**config.mk**
```make
export PLATFORM = sky130hd
export DESIGN_NAME = storage_stim_player_flat
export DESIGN_NICKNAME = d
export VERILOG_FILES = /design/src/rtl/storage_stim_player_if.sv /design/src/rtl/storage_stim_player.sv /design/src/flat_wrapper.sv
export SDC_FILE = /design/constraint.sdc
export NUM_CORES = 1
export LEC_CHECK = 0
export CORE_MARGIN = 4
export CORE_UTILIZATION = 40
export CTS_BUF_LIST = sky130_fd_sc_hd__clkbuf_8 sky130_fd_sc_hd__clkbuf_16
export DETAILED_ROUTE_END_ITERATION = 6
export DONT_BUFFER_PORTS = 1
export PLACE_DENSITY = 0.56
export SLEW_MARGIN = 20
export SYNTH_ARGS = -nofsm -noshare
export SYNTH_HDL_FRONTEND = slang
export SYNTH_SLANG_ARGS = --single-unit
export TNS_END_PERCENT = 20
```
**constraint.sdc**
```tcl
create_clock -name clk -period 3 [get_ports clk]
set_input_delay 0.75 -clock clk [delete_from_list [all_inputs] [get_ports clk]]
set_output_delay 0.75 -clock clk [all_outputs]
set_load 0.02 [all_outputs]
```
**src/rtl/storage_stim_player_if.sv**
```systemverilog
// storage_stim_player_if: loader, playback and result signals between the stimulus player and its controller/DUT model.
// Ports (signals): wr_en/wr_addr/wr_data pattern load, len/start run control,
//   d_out stimulus to DUT, q_in DUT response, busy/done/err_cnt/pass run status.
// Macro STIM_FIRST_ERR_EN adds first_err_vld/first_err_idx.
interface storage_stim_player_if #(
  parameter int AW = 4,
  parameter int CW = 8
);
  logic          wr_en;
  logic [AW-1:0] wr_addr;
  logic          wr_data;
  logic [AW:0]   len;
  logic          start;
  logic          d_out;
  logic          q_in;
  logic          busy;
  logic          done;
  logic [CW-1:0] err_cnt;
  logic          pass;
`ifdef STIM_FIRST_ERR_EN
  logic          first_err_vld;
  logic [AW-1:0] first_err_idx;
  modport master (output wr_en, wr_addr, wr_data, len, start, q_in,
                  input d_out, busy, done, err_cnt, pass, first_err_vld, first_err_idx);
  modport slave  (input wr_en, wr_addr, wr_data, len, start, q_in,
                  output d_out, busy, done, err_cnt, pass, first_err_vld, first_err_idx);
`else
  modport master (output wr_en, wr_addr, wr_data, len, start, q_in,
                  input d_out, busy, done, err_cnt, pass);
  modport slave  (input wr_en, wr_addr, wr_data, len, start, q_in,
                  output d_out, busy, done, err_cnt, pass);
`endif
endinterface

```
**src/rtl/storage_stim_player.sv**
```systemverilog
// storage_stim_player: plays a stored bit pattern into a storage-element DUT and checks its delayed response.
// Ports: clk, reset (sync, active-high), bus (storage_stim_player_if.slave) carrying
//   pattern load, len/start, d_out/q_in and busy/done/err_cnt/pass.
// Macro STIM_FIRST_ERR_EN adds first-mismatch capture (first_err_vld/first_err_idx).
module storage_stim_player #(
  parameter int DEPTH = 16,
  parameter int AW    = 4,
  parameter int LAT   = 1,
  parameter int CW    = 8
) (
  input logic                  clk,
  input logic                  reset,
  storage_stim_player_if.slave bus
);
  typedef enum logic [1:0] {IDLE, PLAY, DRAIN, DONE} state_t;
  state_t         r_state, w_next;
  logic [DEPTH-1:0] r_mem;
  logic [AW:0]    r_len, r_idx, w_len;
  logic [LAT-1:0] r_dv, r_dd;
  logic           r_d, r_pass, w_cmp, w_mis;
  logic [CW-1:0]  r_err, w_err;
  assign w_len = (bus.len > (AW+1)'(DEPTH)) ? (AW+1)'(DEPTH) : bus.len;
  // oldest delay-line slot holds the bit played LAT cycles ago
  assign w_cmp = r_dv[LAT-1];
  assign w_mis = w_cmp && (bus.q_in != r_dd[LAT-1]);
  assign w_err = (w_mis && !(&r_err)) ? r_err + CW'(1) : r_err;
  assign bus.d_out   = r_d;
  assign bus.busy    = (r_state == PLAY) || (r_state == DRAIN);
  assign bus.done    = (r_state == DONE);
  assign bus.err_cnt = r_err;
  assign bus.pass    = r_pass;
  always_ff @(posedge clk)
    r_state <= reset ? IDLE : w_next;
  always_comb begin
    w_next = r_state;
    case (r_state)
      IDLE:    w_next = !bus.start ? IDLE : (bus.len == '0) ? DONE : PLAY;
      PLAY:    w_next = (r_idx == r_len) ? DRAIN : PLAY;
      DRAIN:   w_next = (r_idx == (AW+1)'(LAT-1)) ? DONE : DRAIN;
      default: w_next = IDLE;
    endcase
  end
  always_ff @(posedge clk)
    if (!reset && r_state == IDLE && bus.wr_en && !bus.start)
      r_mem[bus.wr_addr] <= bus.wr_data;
  // r_idx is the next pattern address in PLAY and the drain cycle count in DRAIN
  always_ff @(posedge clk) begin
    if (reset) begin
      r_d    <= 1'b0;
      r_pass <= 1'b0;
      r_err  <= '0;
      r_len  <= '0;
      r_idx  <= '0;
      r_dv   <= '0;
      r_dd   <= '0;
    end else begin
      r_dv  <= LAT'({r_dv, r_state == PLAY});
      r_dd  <= LAT'({r_dd, r_d});
      r_err <= w_err;
      case (r_state)
        IDLE: if (bus.start) begin
          r_len  <= w_len;
          r_d    <= (w_len != '0) && r_mem[0];
          r_idx  <= (AW+1)'(1);
          r_err  <= '0;
          r_pass <= (w_len == '0);
        end
        PLAY: begin
          r_d   <= (r_idx == r_len) ? 1'b0 : r_mem[r_idx[AW-1:0]];
          r_idx <= (r_idx == r_len) ? '0 : r_idx + (AW+1)'(1);
        end
        DRAIN: begin
          r_idx <= r_idx + (AW+1)'(1);
          if (w_next == DONE) r_pass <= (w_err == '0);
        end
        default: ;
      endcase
    end
  end
`ifdef STIM_FIRST_ERR_EN
  logic          r_fev;
  logic [AW-1:0] r_fei, r_ck;
  // r_ck counts completed compares, which equals the index of the bit being compared
  always_ff @(posedge clk) begin
    if (reset || (r_state == IDLE && bus.start)) begin
      r_fev <= 1'b0;
      r_fei <= '0;
      r_ck  <= '0;
    end else if (w_cmp) begin
      r_ck <= r_ck + AW'(1);
      if (w_mis && !r_fev) begin
        r_fev <= 1'b1;
        r_fei <= r_ck;
      end
    end
  end
  assign bus.first_err_vld = r_fev;
  assign bus.first_err_idx = r_fei;
`endif
endmodule

```
**src/flat_wrapper.sv**
```systemverilog
// flat-port wrapper written by rule: the top's interface ports become plain ports
module storage_stim_player_flat 
#(
  parameter int DEPTH = 16,
  parameter int AW    = 4,
  parameter int LAT   = 1,
  parameter int CW    = 8
)
  (clk, reset, bus_wr_en, bus_wr_addr, bus_wr_data, bus_len, bus_start, bus_q_in, bus_d_out, bus_busy, bus_done, bus_err_cnt, bus_pass);
  storage_stim_player_if #(.AW(AW), .CW(CW)) bus_i ();
  input logic clk;
  input logic reset;
  input wire logic [$bits(bus_i.wr_en)-1:0] bus_wr_en;
  input wire logic [$bits(bus_i.wr_addr)-1:0] bus_wr_addr;
  input wire logic [$bits(bus_i.wr_data)-1:0] bus_wr_data;
  input wire logic [$bits(bus_i.len)-1:0] bus_len;
  input wire logic [$bits(bus_i.start)-1:0] bus_start;
  input wire logic [$bits(bus_i.q_in)-1:0] bus_q_in;
  output wire logic [$bits(bus_i.d_out)-1:0] bus_d_out;
  output wire logic [$bits(bus_i.busy)-1:0] bus_busy;
  output wire logic [$bits(bus_i.done)-1:0] bus_done;
  output wire logic [$bits(bus_i.err_cnt)-1:0] bus_err_cnt;
  output wire logic [$bits(bus_i.pass)-1:0] bus_pass;
  assign bus_i.wr_en = bus_wr_en;
  assign bus_i.wr_addr = bus_wr_addr;
  assign bus_i.wr_data = bus_wr_data;
  assign bus_i.len = bus_len;
  assign bus_i.start = bus_start;
  assign bus_i.q_in = bus_q_in;
  assign bus_d_out = bus_i.d_out;
  assign bus_busy = bus_i.busy;
  assign bus_done = bus_i.done;
  assign bus_err_cnt = bus_i.err_cnt;
  assign bus_pass = bus_i.pass;
  storage_stim_player #(.DEPTH(DEPTH), .AW(AW), .LAT(LAT), .CW(CW)) u_core (.clk(clk), .reset(reset), .bus(bus_i));
endmodule
```
==> run metrics <==
Die Y=83.1 um; Non-Filler Instances=301; vias in the first global route=1596; Inserted Diodes=0; htree depth=2; Crit Path Class=flip-flop to flip-flop; CTS max path bufs=2; clock sink count=40; Final period util=0.695; fmax=0.479 GHz; remaining global-route overflow=0; layout cell share with drive strength beyond 1=0.127; Worst EP arrival=2.31 ns; commonest cells in the netlist=39 x nor2_1, 24 x dfxtp_1, 16 x edfxtp_1, 16 x nand2_1, 11 x a21oi_1; number of CTS-inserted buffers=5; outcome=complete, no violations; top_reg_cell synth=dfxtp_1; DR vias=1661; total power=1.31 mW; synth top area cells=dfxtp_1 21%, edfxtp_1 21%, nor2_1 6.5%; clock latency on the worst-skew pair=0.30 ns; CP endpoint kind=flip-flop; core box area=0.00551 mm2; DRC Markers=0; Ys Warns=0; Net count, final=251; Slew HR=0.657; Iter 0 DRT Violations=75; FF/Latch Area=961 um2; CTS tree=built; FILL cells=541; Yosys reg bits=40; post-route setup TNS=0 ns; I/O pin cnt=27; worst setup margin=0.914 ns; syn avg cell area=9.77 um2; placed instance area=0.00229 mm2; clock slew at reported path FFs=0.08 ns; cell taking the most area after synthesis=dfxtp_1; Syn Nets=254; Final Util=0.437; Site Rows=27; Area Growth Syn to Fin=6.65%; post-DP HPWL=3380 um; CTS root buffer=clkbuf_8; cts hold-fix bufs=0; worst hold margin=0.464 ns; number of enable flip-flop cells after synthesis=16; worst r2r src=u_core.bus.err_cnt[0]; cell count after synthesis=231; Hold Crit Class=flip-flop to flip-flop; fin. max-slew vios=0; crit-path max FO=9; pin count of the biggest net entering global routing=20; Hold Vio Cnt, Final=0; post-CTS sizing=0; Yosys top cell area share=0.213; Power Dens Cells=544 mW/mm2; sequential fraction of the synthesis area=0.426; min-delay src=u_core.r_len[4]; routed len/inst=15.5 um; GPL Wtd Cong=0.829; worst slew pin tran=0.513 ns; die width=83.1 um; DRT antenna net count=0; CP startpoint=u_core.bus.err_cnt[0]; die area=0.00691 mm2; most instantiated library cell after synthesis=nor2_1; critical path data required time=3.23 ns; initial antenna violation count=0; pre-CTS WS=0.924 ns; Leakage=0.861 nW; global-route wire length before repair=7940 um; asr flop ratio synth=0; area of the multi-input gates=0.00121 mm2; design area=0.00241 mm2; Setup Skew=0.0112 ns; Setup-failing EPs final=0; Syn Std Cell Area=0.00226 mm2; RSZ-0062 raised after global routing=no; Initial Utilization=0.410; Max IR drop VDD=228 uV; placed cell count=293; Tmin final=2.09 ns; postcts setup bufs=0; reported max-cap violation count=0; total wire length=4670 um; vias per cell=5.52; post-synth cell types=49; Overall Global Routing Usage=0.141; TritonRoute pass-1 iters=4; Port Buffers=0; CP startpoint kind=flip-flop
==> where the power goes <==
group	total (mW)	switching (mW)	leakage, nW	internal, mW
clock	0.458	0.207	0.0548	0.251
combinational	0.215	0.128	0.467	0.0866
sequential	0.636	0.0456	0.339	0.590
total	1.31	0.381	0.861	0.928
==> per-layer routing <==
metal	routed length, um	track usage	vias up
met5	0	0	-
met4	83	0.0535	0
met3	206	0.0387	7
met2	2150	0.215	29
met1	2230	0.190	794
li1	-	-	831
==> cell usage in the layout (no fill, tap or decap), types with 6 or more instances in the layout <==
cell        n
mux2i_1     7
ha_1        8
nor3_1      8
xor2_1      7
edfxtp_1   16
nand3_1     7
o2111ai_1   6
nor2_1     39
a21oi_1    11
dfxtp_1    24
inv_1       7
nand2_1    16
nand2b_1    6
==> final timing paths <==
check / endpoint / slack (ns) / cells after the start
max: u_core.bus.pass / 0.91 / 6
min: u_core.r_len[4] / 0.46 / 2
max reg2reg: u_core.bus.pass / 0.91 / 6
min reg2reg: u_core.r_len[4] / 0.46 / 2
==> registers in the layout, summed over array words and instances, names as in the netlist <==
name	cells
u_core.bus.d_out	1
u_core.r_mem	16
u_core.bus.err_cnt	8
u_core.r_state	2
u_core.r_idx	5
u_core.r_dd	1
u_core.r_dv	1
u_core.r_len	5
u_core.bus.pass	1
==> cell families after synthesis <==
| logic type | synth area share |
|---|---|
| buffers and inverters | 0.0394 |
| and+or+nand+nor | 0.243 |
| adders and majority gates | 0.0443 |
| xor gates and xnor gates | 0.0383 |
| AOI/OAI and AO/OA | 0.134 |
| muxes | 0.0759 |
| DFF | 0.426 |
==> final cells by class <==
cell class	instances	area share
Timing Repair Buffer	1	0.00312
Sequential cell	40	0.399
Inverter	7	0.0109
Tap cell	72	0.0374
Clock buffer	5	0.0286
Multi-Input combinational cell	173	0.502
Clock inverter	3	0.0192
==> worst max-delay path, cell delays in order (launching register included) <==
cell and delay, ns:
dfxtp_1 0.59, ha_1 0.33, nand4_4 0.17, o211ai_4 0.29, mux2i_1 0.12, nor4_1 0.33
a2bb2oi_1 0.20
Note: power is estimated with default switching activity, not from simulation.
